## src/rtl/regfile_param.sv

```systemverilog
// Parametrised register file: two combinational read ports, one write port,
// optional hard-zero entry 0, clear sweep sequencer. Optional forwarding: REGFILE_BYPASS_EN.
module regfile_param #(
  parameter int DATA_W    = 32,
  parameter int ADDR_W    = 5,
  parameter int ZERO_REG0 = 1,
  parameter int DBG_IDX   = 12
) (
  input  logic              clk,
  input  logic              rst_n,
  input  logic              we,
  input  logic [ADDR_W-1:0] waddr,
  input  logic [DATA_W-1:0] wdata,
  input  logic [ADDR_W-1:0] raddr1,
  input  logic [ADDR_W-1:0] raddr2,
  output logic [DATA_W-1:0] rdata1,
  output logic [DATA_W-1:0] rdata2,
  input  logic              clr_req,
  output logic              busy,
  output logic              wr_drop,
  output logic [DATA_W-1:0] dbg_out
);

  localparam int NREG = 2 ** ADDR_W;
  localparam logic [ADDR_W:0] LAST_IDX = (ADDR_W + 1)'(NREG - 1);

  typedef enum logic [0:0] {
    IDLE  = 1'b0,
    CLEAR = 1'b1
  } state_t;

  state_t            state_r;
  state_t            state_nxt_s;
  logic [ADDR_W:0]   idx_r;
  logic [DATA_W-1:0] mem_r [NREG];
  logic              wr_drop_r;
  logic              busy_s;
  logic              wr_en_s;
  logic              clr_en_s;
  logic              drop_s;
  logic              sweep_done_s;

  assign sweep_done_s = (idx_r == LAST_IDX);

  // State register
  always_ff @(posedge clk or negedge rst_n) begin
    if (!rst_n) begin
      state_r <= IDLE;
    end else begin
      state_r <= state_nxt_s;
    end
  end

  // Next-state logic
  always_comb begin
    state_nxt_s = state_r;
    case (state_r)
      IDLE: begin
        if (clr_req) state_nxt_s = CLEAR;
        else         state_nxt_s = IDLE;
      end
      CLEAR: begin
        if (sweep_done_s) state_nxt_s = IDLE;
        else              state_nxt_s = CLEAR;
      end
      default: state_nxt_s = IDLE;
    endcase
  end

  // Output decode: write accept, sweep clear strobe, dropped-write detect
  always_comb begin
    busy_s   = 1'b0;
    wr_en_s  = 1'b0;
    clr_en_s = 1'b0;
    drop_s   = 1'b0;
    case (state_r)
      IDLE: begin
        wr_en_s = we && !((ZERO_REG0 != 0) && (waddr == {ADDR_W{1'b0}}));
      end
      CLEAR: begin
        busy_s   = 1'b1;
        clr_en_s = 1'b1;
        drop_s   = we;
      end
      default: begin
        busy_s = 1'b0;
      end
    endcase
  end

  // Sweep index: parked at 0 while idle, one entry per cycle while clearing
  always_ff @(posedge clk or negedge rst_n) begin
    if (!rst_n) begin
      idx_r <= {(ADDR_W + 1){1'b0}};
    end else if (state_r == IDLE) begin
      idx_r <= {(ADDR_W + 1){1'b0}};
    end else begin
      idx_r <= idx_r + {{ADDR_W{1'b0}}, 1'b1};
    end
  end

  // Storage; a write accepted together with clr_req lands now and is swept later
  always_ff @(posedge clk or negedge rst_n) begin
    if (!rst_n) begin
      for (int i = 0; i < NREG; i++) mem_r[i] <= {DATA_W{1'b0}};
    end else begin
      if (wr_en_s)  mem_r[waddr] <= wdata;
      if (clr_en_s) mem_r[idx_r[ADDR_W-1:0]] <= {DATA_W{1'b0}};
    end
  end

  // Dropped-write pulse
  always_ff @(posedge clk or negedge rst_n) begin
    if (!rst_n) begin
      wr_drop_r <= 1'b0;
    end else begin
      wr_drop_r <= drop_s;
    end
  end

  function automatic logic [DATA_W-1:0] rd_port(input logic [ADDR_W-1:0] ra);
    logic [DATA_W-1:0] v;
    if ((ZERO_REG0 != 0) && (ra == {ADDR_W{1'b0}})) begin
      v = {DATA_W{1'b0}};
`ifdef REGFILE_BYPASS_EN
    end else if (we && !busy_s && (ra == waddr)) begin
      v = wdata;
`endif
    end else begin
      v = mem_r[ra];
    end
    return v;
  endfunction

  // Read ports and debug tap
  always_comb begin
    rdata1  = rd_port(raddr1);
    rdata2  = rd_port(raddr2);
    dbg_out = mem_r[DBG_IDX];
  end

  assign busy    = busy_s;
  assign wr_drop = wr_drop_r;

endmodule

```

## config.mk

```make
export PLATFORM = sky130hd
export DESIGN_NAME = regfile_param
export DESIGN_NICKNAME = d
export VERILOG_FILES = /design/src/rtl/regfile_param.sv
export SDC_FILE = /design/constraint.sdc
export NUM_CORES = 2
export LEC_CHECK = 0
export CORE_ASPECT_RATIO = 1.75
export CORE_UTILIZATION = 40
export CTS_BUF_LIST = sky130_fd_sc_hd__clkbuf_8
export DETAILED_ROUTE_END_ITERATION = 10
export GPL_TIMING_DRIVEN = 1
export PLACE_DENSITY = 0.54
export SLEW_MARGIN = 40
export SYNTH_ARGS = -nofsm -noshare
export SYNTH_HDL_FRONTEND = slang
export SYNTH_SLANG_ARGS = --single-unit
```

## constraint.sdc

```tcl
create_clock -name clk -period 2 [get_ports clk]
set_clock_uncertainty 0.1 [all_clocks]
set_input_delay 0.2 -clock clk [delete_from_list [all_inputs] [get_ports clk]]
set_output_delay 0.2 -clock clk [all_outputs]
set_load 0.01 [all_outputs]
```

==> results_dict.tcl <==
set metrics [dict create \
    drt.antenna.violating_nets 0 \
    grt_setup_unrepaired "yes" \
    finalMaxSlewViolations 0 \
    worstPathRequired_ps 1700 \
    initial_core_util 0.404 \
    yosys_warnings 0 \
    grt_use_total 0.334 \
    post-route-drc-count 0 \
    dp.cells 8188 \
    min_period_ps 3060 \
    worstSetupStartpointType "flop" \
    vias 54214 \
    place_ws_ps -1210 \
    outcome "complete, but fails checks" \
    end_kind "output pin" \
    max_freq_mhz 326 \
    overflow 0 \
    clk_pin_slew_ps 70 \
    min_path_type "in -> reg" \
    synth_fp_nets 6026 \
    worst_pin_slew_ps 611 \
    cpPeakStageDelay_ps 460 \
    synth_area_um2 58200 \
    fin_ws_ps -1060 \
    firstDrtPassIters 6 \
    cts_buffers 159 \
    antenna_found_initial 4 \
    drv_cap 0 \
    drt_iter0_drc 5699 \
    synth-edff-count 0 \
    die_x_um 290 \
    crit_buf_inv 3 \
    root_buffer "clkbuf_8" \
    grt_pass1_wl_um 360000 \
    drt-vias-per-instance 6.30 \
    fillerInstances 12572 \
    drt-wirelength-per-cell_um 32.2 \
    place_hpwl_um 167000 \
    cts_tree "yes" \
    cpMostUsedCell "buf_4" \
    htree_num_levels 4 \
    insertion_delay_ps 870 \
    final_common_cell "nand2_1" \
    cp.arrival_ps 2760 \
    syn_inst 5971 \
    portBuffers 148 \
    syn_area_per_cell_um2 9.75 \
    ys_ff_latch 1032 \
    slew_headroom 0.593 \
    crit_slowest_cell "mux4_2" \
    cp_max_fo 2 \
    fin_cells 8601 \
    nets 6674 \
    die-area_um2 147000 \
    finalSetupViolations 583 \
    ys.flop_type "dfrtp_1" \
    coreArea_um2 144000 \
    areaGrowthSynthToFinish_pct 33.5 \
    violations "setup timing" \
    grt_pass1_vias 52840 \
    final_cell_mix "nand2_1 (1852), dfrtp_1 (1030), a21oi_1 (781)" \
    synth_cell_types 55 \
    path_cells "buf_4 > mux4_2 > mux2_2 > o21ai_4 > a311oi_2 > buf_4 > buf_6" \
    die_h_um 507 \
    pin_count 149 \
    rows 184 \
    fin_crit_sh 1.53 \
    peakVddDrop_v 0.000668 \
    hold_viol 0 \
    cp_top_family "multiplexers" \
    grt_max_degree 76 \
    seq_area_frac_synth 0.443 \
    powerDensity_nw_per_um2 733 \
    crit_type "reg -> out" \
    power.total_mw 57.0 \
    gp_congestion 0.935 \
    power.leakage_nw 33.1 \
    wl_um 277000 \
    numClockSinks 1032 \
    cts_max_path_buffers 3 \
    drive_above_1_share 0.377 \
    ys_async_sr_fraction 1.00 \
]
## Yosys cell counts, types with 2 or more instances
master | count | share of area
a211oi_1 | 64 | 0.0082
a21oi_1 | 992 | 0.085
a221oi_1 | 43 | 0.0065
a221oi_2 | 3 | 0.00077
a22oi_1 | 64 | 0.0082
a311oi_1 | 64 | 0.0096
and2_0 | 3 | 0.00032
and2_1 | 45 | 0.0048
and3_1 | 6 | 0.00064
and3b_1 | 2 | 0.00030
and4bb_1 | 2 | 0.00043
buf_1 | 5 | 0.00032
buf_2 | 216 | 0.019
buf_4 | 86 | 0.011
buf_6 | 39 | 0.0075
clkbuf_1 | 302 | 0.019
dfrtp_1 | 1032 | 0.44
ha_1 | 4 | 0.00086
inv_1 | 2 | 0.00013
inv_2 | 2 | 0.00013
mux2_2 | 64 | 0.012
mux2i_1 | 128 | 0.022
mux4_2 | 448 | 0.17
nand2_1 | 2040 | 0.13
nand2b_1 | 8 | 0.00086
nand2b_2 | 2 | 0.00030
nand3_1 | 19 | 0.0016
nor2_1 | 26 | 0.0017
nor2_2 | 2 | 0.00021
nor2b_1 | 72 | 0.0077
nor2b_2 | 2 | 0.00030
nor3_1 | 10 | 0.00086
nor3_2 | 7 | 0.0012
nor3_4 | 10 | 0.0028
nor3b_2 | 2 | 0.00043
o2111ai_1 | 18 | 0.0027
o21ai_0 | 6 | 0.00052
o21ai_1 | 105 | 0.0090
or2_1 | 2 | 0.00021
or3_1 | 8 | 0.00086
xnor2_1 | 2 | 0.00030
## sequential cells by signal, indices dropped and copies added, names as in the netlist
name,cells
state_r,1
dbg_out,32
mem_r,992
idx_r,6
wr_drop,1
## cell type report
class | instances | area [um2] | share of cell area
tap | 1860 | 2330 | 0.0299
sequential | 1032 | 25800 | 0.332
clock buffer | 198 | 2730 | 0.0351
antenna | 1 | 2.50 | 0.0000322
timing repair buffer | 1135 | 12900 | 0.167
inverter | 4 | 17.5 | 0.000225
multi-input combinational | 4287 | 33400 | 0.429
clock inverter | 84 | 503 | 0.00647
## path summary, 6_finish.rpt
kind | startpoint | end | slack, ps | cells after the start
max | mem_r[907]$_DFF_PN0_ | rdata2[11] | -1060 | 7
min reg2reg | mem_r[1014]$_DFF_PN0_ | mem_r[1014]$_DFF_PN0_ | 410 | 1
max reg2reg | state_r$_DFF_PN0_ | mem_r[591]$_DFF_PN0_ | -200 | 9
min | wdata[11] | mem_r[235]$_DFF_PN0_ | 80 | 4
max in group asynchronous | rst_n | idx_r[3]$_DFF_PN0_ | 740 | 5
min in group asynchronous | rst_n | mem_r[250]$_DFF_PN0_ | 450 | 4
## worst min-delay path: cells and delay by family
family / cells / cell delay [ps]
buffers and inverters: 2 / 660
AOI/OAI and AO/OA: 1 / 50
and+or+nand+nor: 1 / 110
## repair_timing
item                       in CTS  in global routing
gates cloned                    1                 72
pin swaps                      71                309
hold buffers                   23                  0
hold endpoints to repair     1544                  0
setup endpoints to repair      99                458
gates resized for setup       708                724
buffers inserted               25                 55
## routing by layer
layer | vias to the layer above | routed length, um | GRT usage
li1 | 22231 | - | -
met1 | 27214 | 92600 | 0.401
met2 | 3488 | 129000 | 0.560
met3 | 1275 | 25500 | 0.0657
met4 | 6 | 29900 | 0.193
met5 | - | 49 | 0
## through the flow
stage,cell area [um2],util,hold WS (ps),TNS (ps)
floorplan,58200,-,-196,0
global placement,68200,0.473,32.3,-200380
detailed placement,68200,0.473,38.1,-225240
CTS,72800,0.505,3.25,-61070
global route,77700,0.539,80.2,-110990
finish,77700,0.539,83.7,-87950
## cell families after synthesis
group,Yosys count,share of synthesized area
fa+ha+maj,4,0.000859
mux,640,0.208
buf+inv,652,0.0572
xor+xnor,3,0.000451
simple gates,2279,0.159
flops,1032,0.443
compound gates,1361,0.131
## power by group
part / switching, mW / internal (mW) / total (mW)
Sequential: 1.49 / 22.6 / 24.1
Clock: 9.24 / 9.45 / 18.7
Combinational: 8.18 / 6.02 / 14.2
Note: power is estimated with default switching activity, not from simulation.
